--- src/rtl/gpio_in_pkg.sv ---
// Shared definitions for the GPIO input reader: register map, bus width, counter sizing.
// Latency: n/a (package).
// Backpressure: n/a (package).
package gpio_in_pkg;

    localparam int GPIO_IN_DW = 32;

    typedef enum logic [1:0] {
        GPIO_IN_STATE  = 2'd0,
        GPIO_IN_RISE   = 2'd1,
        GPIO_IN_FALL   = 2'd2,
        GPIO_IN_IRQ_EN = 2'd3
    } gpio_in_reg_e;

    // Width of a counter that must reach cycles-1.
    function automatic int cnt_width(input int cycles);
        return (cycles <= 2) ? 1 : $clog2(cycles);
    endfunction

endpackage

--- src/rtl/gpio_in_debounce.sv ---
// One input line: 2-flop synchroniser then debouncer (GPIO_IN_DEBOUNCE_EN) or plain register.
// Latency: stable follows pin 2+DEBOUNCE_CYCLES cycles later (3 cycles without the macro).
// Backpressure: none; rise/fall pulse in the cycle before stable changes.
module gpio_in_debounce
    import gpio_in_pkg::*;
#(
    parameter int DEBOUNCE_CYCLES = 100000
) (
    input  logic clk,
    input  logic rst_n,
    input  logic pin,
    output logic stable,
    output logic rise,
    output logic fall
);

    logic meta;
    logic sync;
    logic upd;

    if (DEBOUNCE_CYCLES < 2) begin : g_param_check
        $error("gpio_in_debounce: DEBOUNCE_CYCLES must be at least 2");
    end

    always_ff @(posedge clk or negedge rst_n) begin
        if (!rst_n) begin
            meta <= 1'b0;
            sync <= 1'b0;
        end else begin
            meta <= pin;
            sync <= meta;
        end
    end

`ifdef GPIO_IN_DEBOUNCE_EN
    localparam int CW = cnt_width(DEBOUNCE_CYCLES);
    localparam logic [CW-1:0] CNT_LAST = CW'(DEBOUNCE_CYCLES - 1);

    logic [CW-1:0] cnt;

    assign upd = (sync != stable) && (cnt == CNT_LAST);

    // Any return to the stable level restarts the count from zero.
    always_ff @(posedge clk or negedge rst_n) begin
        if (!rst_n) begin
            cnt    <= '0;
            stable <= 1'b0;
        end else if (sync == stable) begin
            cnt <= '0;
        end else if (upd) begin
            stable <= sync;
            cnt    <= '0;
        end else begin
            cnt <= cnt + CW'(1);
        end
    end
`else
    assign upd = (sync != stable);

    always_ff @(posedge clk or negedge rst_n) begin
        if (!rst_n) begin
            stable <= 1'b0;
        end else begin
            stable <= sync;
        end
    end
`endif

    assign rise = upd & sync;
    assign fall = upd & ~sync;

endmodule

--- src/rtl/gpio_in_reader.sv ---
// Four-register GPIO input slave: STATE, RISE/FALL sticky W1C flags, IRQ_EN; debounce via GPIO_IN_DEBOUNCE_EN.
// Latency: ready/rdata one cycle after valid; irq one cycle after a flag changes.
// Backpressure: ready <= valid & ~ready, so held requests ack every other cycle.
module gpio_in_reader
    import gpio_in_pkg::*;
#(
    parameter int N_IN            = 21,
    parameter int DEBOUNCE_CYCLES = 100000
) (
    input  logic                  clk,
    input  logic                  rst_n,
    input  logic [N_IN-1:0]       pin_in,
    input  logic                  valid,
    input  logic [1:0]            address,
    input  logic [GPIO_IN_DW-1:0] wdata,
    input  logic [3:0]            wstrb,
    output logic [GPIO_IN_DW-1:0] rdata,
    output logic                  ready,
    output logic                  irq
);

    localparam logic [GPIO_IN_DW-1:0] LINE_MASK = GPIO_IN_DW'((64'd1 << N_IN) - 64'd1);

    logic [N_IN-1:0]       stable_l;
    logic [N_IN-1:0]       rise_l;
    logic [N_IN-1:0]       fall_l;
    logic [GPIO_IN_DW-1:0] state_w;
    logic [GPIO_IN_DW-1:0] rise_set;
    logic [GPIO_IN_DW-1:0] fall_set;
    logic [GPIO_IN_DW-1:0] rise_clr;
    logic [GPIO_IN_DW-1:0] fall_clr;
    logic [GPIO_IN_DW-1:0] rise_q;
    logic [GPIO_IN_DW-1:0] fall_q;
    logic [GPIO_IN_DW-1:0] irq_en_q;
    logic [GPIO_IN_DW-1:0] rd_mux;
    logic                  access;
    logic                  wr;

    for (genvar i = 0; i < N_IN; i++) begin : g_line
        gpio_in_debounce #(
            .DEBOUNCE_CYCLES(DEBOUNCE_CYCLES)
        ) u_line (
            .clk   (clk),
            .rst_n (rst_n),
            .pin   (pin_in[i]),
            .stable(stable_l[i]),
            .rise  (rise_l[i]),
            .fall  (fall_l[i])
        );
    end

    // Widen per-line vectors to the bus; bits above N_IN stay zero.
    always_comb begin
        state_w                = '0;
        rise_set               = '0;
        fall_set               = '0;
        state_w[N_IN-1:0]      = stable_l;
        rise_set[N_IN-1:0]     = rise_l;
        fall_set[N_IN-1:0]     = fall_l;
    end

    assign access = valid & ~ready;
    assign wr     = access & (|wstrb);

    always_comb begin
        rise_clr = '0;
        fall_clr = '0;
        if (wr && (address == GPIO_IN_RISE)) rise_clr = wdata & LINE_MASK;
        if (wr && (address == GPIO_IN_FALL)) fall_clr = wdata & LINE_MASK;
    end

    always_comb begin
        rd_mux = '0;
        case (gpio_in_reg_e'(address))
            GPIO_IN_STATE:  rd_mux = state_w;
            GPIO_IN_RISE:   rd_mux = rise_q;
            GPIO_IN_FALL:   rd_mux = fall_q;
            GPIO_IN_IRQ_EN: rd_mux = irq_en_q;
            default:        rd_mux = '0;
        endcase
    end

    // A new edge is OR-ed in after the clear, so set wins on a collision.
    always_ff @(posedge clk or negedge rst_n) begin
        if (!rst_n) begin
            rise_q   <= '0;
            fall_q   <= '0;
            irq_en_q <= '0;
            rdata    <= '0;
            ready    <= 1'b0;
            irq      <= 1'b0;
        end else begin
            ready  <= access;
            if (access) rdata <= rd_mux;
            rise_q <= (rise_q & ~rise_clr) | rise_set;
            fall_q <= (fall_q & ~fall_clr) | fall_set;
            if (wr && (address == GPIO_IN_IRQ_EN)) irq_en_q <= wdata & LINE_MASK;
            irq    <= |((rise_q | fall_q) & irq_en_q);
        end
    end

endmodule

--- config.mk ---
export PLATFORM = sky130hd
export DESIGN_NAME = gpio_in_reader
export DESIGN_NICKNAME = d
export VERILOG_FILES = /design/src/rtl/gpio_in_pkg.sv /design/src/rtl/gpio_in_debounce.sv /design/src/rtl/gpio_in_reader.sv
export SDC_FILE = /design/constraint.sdc
export NUM_CORES = 1
export LEC_CHECK = 0
export ABC_AREA = 1
export CAP_MARGIN = 10
export CORE_UTILIZATION = 45
export DETAILED_ROUTE_END_ITERATION = 10
export HOLD_SLACK_MARGIN = 0.08
export PLACE_DENSITY = 0.69
export SLEW_MARGIN = 20
export SYNTH_ARGS = -nofsm -noshare
export SYNTH_HDL_FRONTEND = slang
export SYNTH_SLANG_ARGS = --single-unit
--- constraint.sdc ---
create_clock -name clk -period 1.8 [get_ports clk]
set_clock_uncertainty 0.05 [all_clocks]
set_input_delay 0.36 -clock clk [delete_from_list [all_inputs] [get_ports clk]]
set_output_delay 0.36 -clock clk [all_outputs]
set_load 0.01 [all_outputs]
## Yosys cells after proc, flatten, opt, wreduce, memory -nomap -nowiden

Index checks and enable logic that the tools add are counted.

| storage, ports and cells | value |
|---|---|
| output and inout port bits | 34 |
| bits of input ports | 62 |
| register bits after elaboration | 182 |

| operators by class | value |
|---|---|
| equal/unequal tests | 24 |
| reductions and logical operators | 6 |
| bitwise logic cells | 74 |
| mux-type cells | 3 |

Operators with widths:

| cell | number |
|---|---|
| $pmux W32 S4 | 1 |
| $and A32 B32 Y32 | 2 |
| $or A32 B21 Y32 | 2 |
| $and A1 B1 Y1 | 44 |
| $mux W21 | 2 |
| $and A32 B21 Y32 | 1 |
| $not A21 Y32 | 1 |
| $not A32 Y32 | 1 |
| $or A32 B32 Y32 | 1 |
| $reduce_or A32 Y1 | 1 |
| $not A1 Y1 | 22 |
| $ne A1 B1 Y1 | 21 |
| $eq A2 B2 Y1 const B | 2 |
| $reduce_or A4 Y1 | 1 |
| $logic_and A1 B1 Y1 | 3 |
| $eq A2 B1 Y1 const B | 1 |
| $logic_not A2 Y1 | 1 |

## Depth between registers and ports, before layout

| logic depth | value |
|---|---|
| depth after elaboration | 8 |
| mapped depth | 8 |

## By module

Synthesis repeated with hierarchy kept, for this count alone.

| second synthesis, totals | value |
|---|---|
| cell total of the unflattened synthesis | 648 |
| area, all modules | 6065.8 sq um |

Modules (own cells, without submodules):

| module | area an instance (sq um) | cells each | instances |
|---|---|---|---|
| gpio_in_reader | 4174.0 | 501 | 1 |
| gpio_in_debounce | 90.1 | 7 | 21 |

## Worst setup path after synthesis

No wires, ideal clock.

| timing | value |
|---|---|
| path kind | register -> register |
| start | reg ready |
| end | reg rise_q[0] |
| path slack | 431 ps |
| stages on the path, launching flop included | 7 |
| period minus slack after synthesis | 1369 ps |
| buffers on the path | 2 |
| arrival time | 1198 ps |
| library setup time | 120 ps |
| data required time | 1630 ps |
| path through | dfrtp_1 nor2_1 buf_2 nand3_2 buf_4 o21ai_1 nand2_1 |

| on the way | value |
|---|---|
| longest elaborated chain between the ends | 8 |

Ends and longest elaborated chain:

| what | RTL line | source |
|---|---|---|
| start: declaration | gpio_in_reader.sv:18 | `output logic ready,` |
| start signal: assignment | gpio_in_reader.sv:93 | `ready <= access;` |
| $not A1 Y1 | gpio_in_reader.sv:62 | `assign access = valid & ~ready;` |
| $and A1 B1 Y1 | gpio_in_reader.sv:62 |  |
| $and A1 B1 Y1 | gpio_in_reader.sv:63 | `assign wr = access & (\|wstrb);` |
| $logic_and A1 B1 Y1 | gpio_in_reader.sv:68 | `if (wr && (address == GPIO_IN_RISE)) rise_clr = wdata & LINE_MASK;` |
| $mux W21 | gpio_in_reader.sv:68 |  |
| $not A21 Y32 | gpio_in_reader.sv:95 | `rise_q <= (rise_q & ~rise_clr) \| rise_set;` |
| $and A32 B32 Y32 | gpio_in_reader.sv:95 |  |
| $or A32 B21 Y32 | gpio_in_reader.sv:95 |  |
| end signal: assignment | gpio_in_reader.sv:95 |  |
| end: declaration | gpio_in_reader.sv:32 | `logic [GPIO_IN_DW-1:0] rise_q;` |

No other way between the ends.
A chain may end at the register's enable or synchronous reset.

## Final worst setup path

| timing | value |
|---|---|
| start | reg rdata[11] |
| end | out rdata[11] |

RTL lines:

| what | RTL line | source |
|---|---|---|
| start: declaration | gpio_in_reader.sv:17 | `output logic [GPIO_IN_DW-1:0] rdata,` |
| start signal: assignment | gpio_in_reader.sv:94 | `if (access) rdata <= rd_mux;` |

No word-level cell between the ends.

==> reports/metrics.yaml <==
global_route:
  grt_overflow: 0
  grt_pass1_wl_mm: 21.5
  grt_max_degree: 51
  antenna_found_initial: 0
  grt_pass1_vias: 4439
  grt.total_usage: 0.219
cells_and_area:
  syn2layout_area_growth_pct: 29.8
  drive_above_1_share: 0.0992
  nets: 775
  fin_area_sq_mm: 0.00746
  insertedDiodeCount: 0
  final_cell_mix: "nand2_1, dfrtp_1, o21ai_0"
  final_common_cell: "nand2_1"
clock_network:
  cts_buffers: 17
  cts.sinks: 149
  cts_setup_buffers: 0
  clk_latency_ns: 0.42
  cts_tree: "yes"
  h-tree-depth: 4
  path_clk_slew_ns: 0.06
  root_buffer: "clkbuf_16"
  ctsLongestPathBuffers: 2
status:
  status: "finished, final reports clean"
floorplan:
  coreArea_sq_mm: 0.0122
  start_util: 0.470
  design.portCount: 96
  die_x_um: 115
  dieArea_sq_mm: 0.0132
  rows: 40
  die_y_um: 115
place:
  postPlaceCellArea_sq_mm: 0.00686
  hpwl_mm: 8.67
  port_buffers: 73
  gp_congestion: 0.837
power_and_ir_drop:
  powerDensity_mw_per_mm2: 1120
  total_leakage_power_nw: 3.43
  vdd_drop_max_mv: 0.654
logic_synthesis:
  syn_area_per_cell_sq_um: 9.48
  synthCells: 606
  ys_seq_area_frac: 0.649
  synth_flop_cell: "dfrtp_1"
  synth_area_leaders: "dfrtp_1, nand2_1, o21ai_0"
  yosysTopAreaCell: "dfrtp_1"
  synth_top_area_frac: 0.649
  synthArstFlopShare: 1.00
  synth_cell_types: 20
  synth_edf_count: 0
  yosysWarnings: 0
  synth-seq-cells: 149
  synthesis.area_sq_mm: 0.00574
critical_path:
  crit_required_ns: 1.39
  cp_top_family: "buffers and inverters"
  start_kind: "flip-flop"
  path_cells: "clkdlybuf4s50_1"
  cp_max_fo: 2
  path_class: "reg2out"
  cp-end-kind: "output port"
  cpMaxStageDelayCell: "clkdlybuf4s50_1"
  cp.buffers_inverters: 1
  max_stage_delay_ns: 0.54
  worstPathArrival_ns: 1.34
sta:
  period_share: 0.972
  max_freq_mhz: 572
  maxSlewHeadroom: 0.611
  rsz0062_at_grt: "false"
  period_minus_slack_ns: 1.75
  report.final.slew_viol_count: 0
  setup_violations: 0
  worst_slew_pin_slew_ns: 0.582
  hold_viol_final: 0
  holdWs_ns: 0.295
hold_path:
  hold_path_class: "reg2reg"
routing:
  drt_pass1_iterations: 5
  vias: 4437
  drt_iter0_drc: 335
  ant_nets: 0
  wl_per_cell_um: 14.3
  viasPerCell: 4.96
  drt_wl_total_mm: 12.8
  drc: 0
run:
  maxCapViolCount: 0
registers in the layout (all words and copies together), names as in the netlist:
name	cells
g_line.u_line.meta	21
g_line.u_line.stable	21
irq	1
rise_q	21
irq_en_q	21
fall_q	21
ready	1
rdata	21
g_line.u_line.sync	21
repair_timing:
action                                 in CTS  in global routing
resized for setup                           0                  1
hold buffers                                1                  0
endpoints found under the hold margin      37                  0
setup endpoints to repair                   0                  1
path summary, 6_finish.rpt:
| path | from | end | slack [ns] | cells past startpoint |
|---|---|---|---|---|
| max in group asynchronous | rst_n | rdata[17]$_DFFE_PN0N_ | 0.65 | 3 |
| worst min register to register | g_line[16].u_line.meta$_DFF_PN0_ | g_line[16].u_line.sync$_DFF_PN0_ | 0.30 | 0 |
| worst max-delay path | rdata[11]$_DFFE_PN0N_ | rdata[11] | 0.05 | 1 |
| worst max register to register | ready$_DFF_PN0_ | rdata[13]$_DFFE_PN0N_ | 0.29 | 7 |
| min in group asynchronous | rst_n | irq_en_q[7]$_DFFE_PN0P_ | 0.36 | 2 |
| worst min-delay path | g_line[16].u_line.meta$_DFF_PN0_ | g_line[16].u_line.sync$_DFF_PN0_ | 0.30 | 0 |
per-layer routing:
layer / share of wire / up-vias / track usage
met4: 0.019 / 0 / 0.103
met3: 0.054 / 27 / 0.0596
met5: 0 / - / 0
met2: 0.49 / 151 / 0.349
met1: 0.44 / 2132 / 0.280
li1: - / 2127 / -
power breakdown:
group | switching (mW) | internal, mW
Combinational | 0.562 | 0.501
Clock | 1.34 | 2.09
Sequential | 0.200 | 3.67
Total | 2.10 | 6.26
cell type report:
| cell class | instances | area (sq um) |
|---|---|---|
| clock buffers | 22 | 494 |
| repair buffers | 107 | 1050 |
| flip-flops and latches | 149 | 3730 |
| multi-input cells | 376 | 1640 |
| fillers | 1036 | 4760 |
| well taps | 168 | 210 |
| inverters | 62 | 233 |
| clock inverters | 10 | 93.8 |
kinds of logic (layout without fill, tap and decap cells):
group	after synthesis	in the layout	share of synthesized area
buffers and inverters	91	201	0.0717
AO/OA/AOI/OAI	149	149	0.133
flip-flops	149	149	0.649
AND/OR/NAND/NOR	216	216	0.146
other	1	11	0.000653
metrics by stage:
step	utilization	setup slack, ns	total power [mW]	cells	setup TNS [ns]
after CTS	0.610	0.0258	8.43	894	0
after global routing	0.611	0.00742	8.76	894	0
final	0.611	0.0509	8.36	894	0
after global placement	0.561	-0.157	4.95	861	-6.19
after detailed placement	0.561	-0.256	4.99	861	-8.32
after floorplan	-	0.431	4.42	616	0
Yosys cell counts, types with 2 or more instances:
library cell and count:
buf_2 5, dfrtp_1 149, o21ai_0 104, buf_4 15
nand2_1 151, inv_1 59, nand3_1 10, clkbuf_1 7
nand3_2 2, o211ai_1 4, a21oi_1 15, inv_2 3
o21a_1 2, o21ai_1 23, nor2_1 52
No activity file was read; power rests on OpenSTA's default activity.
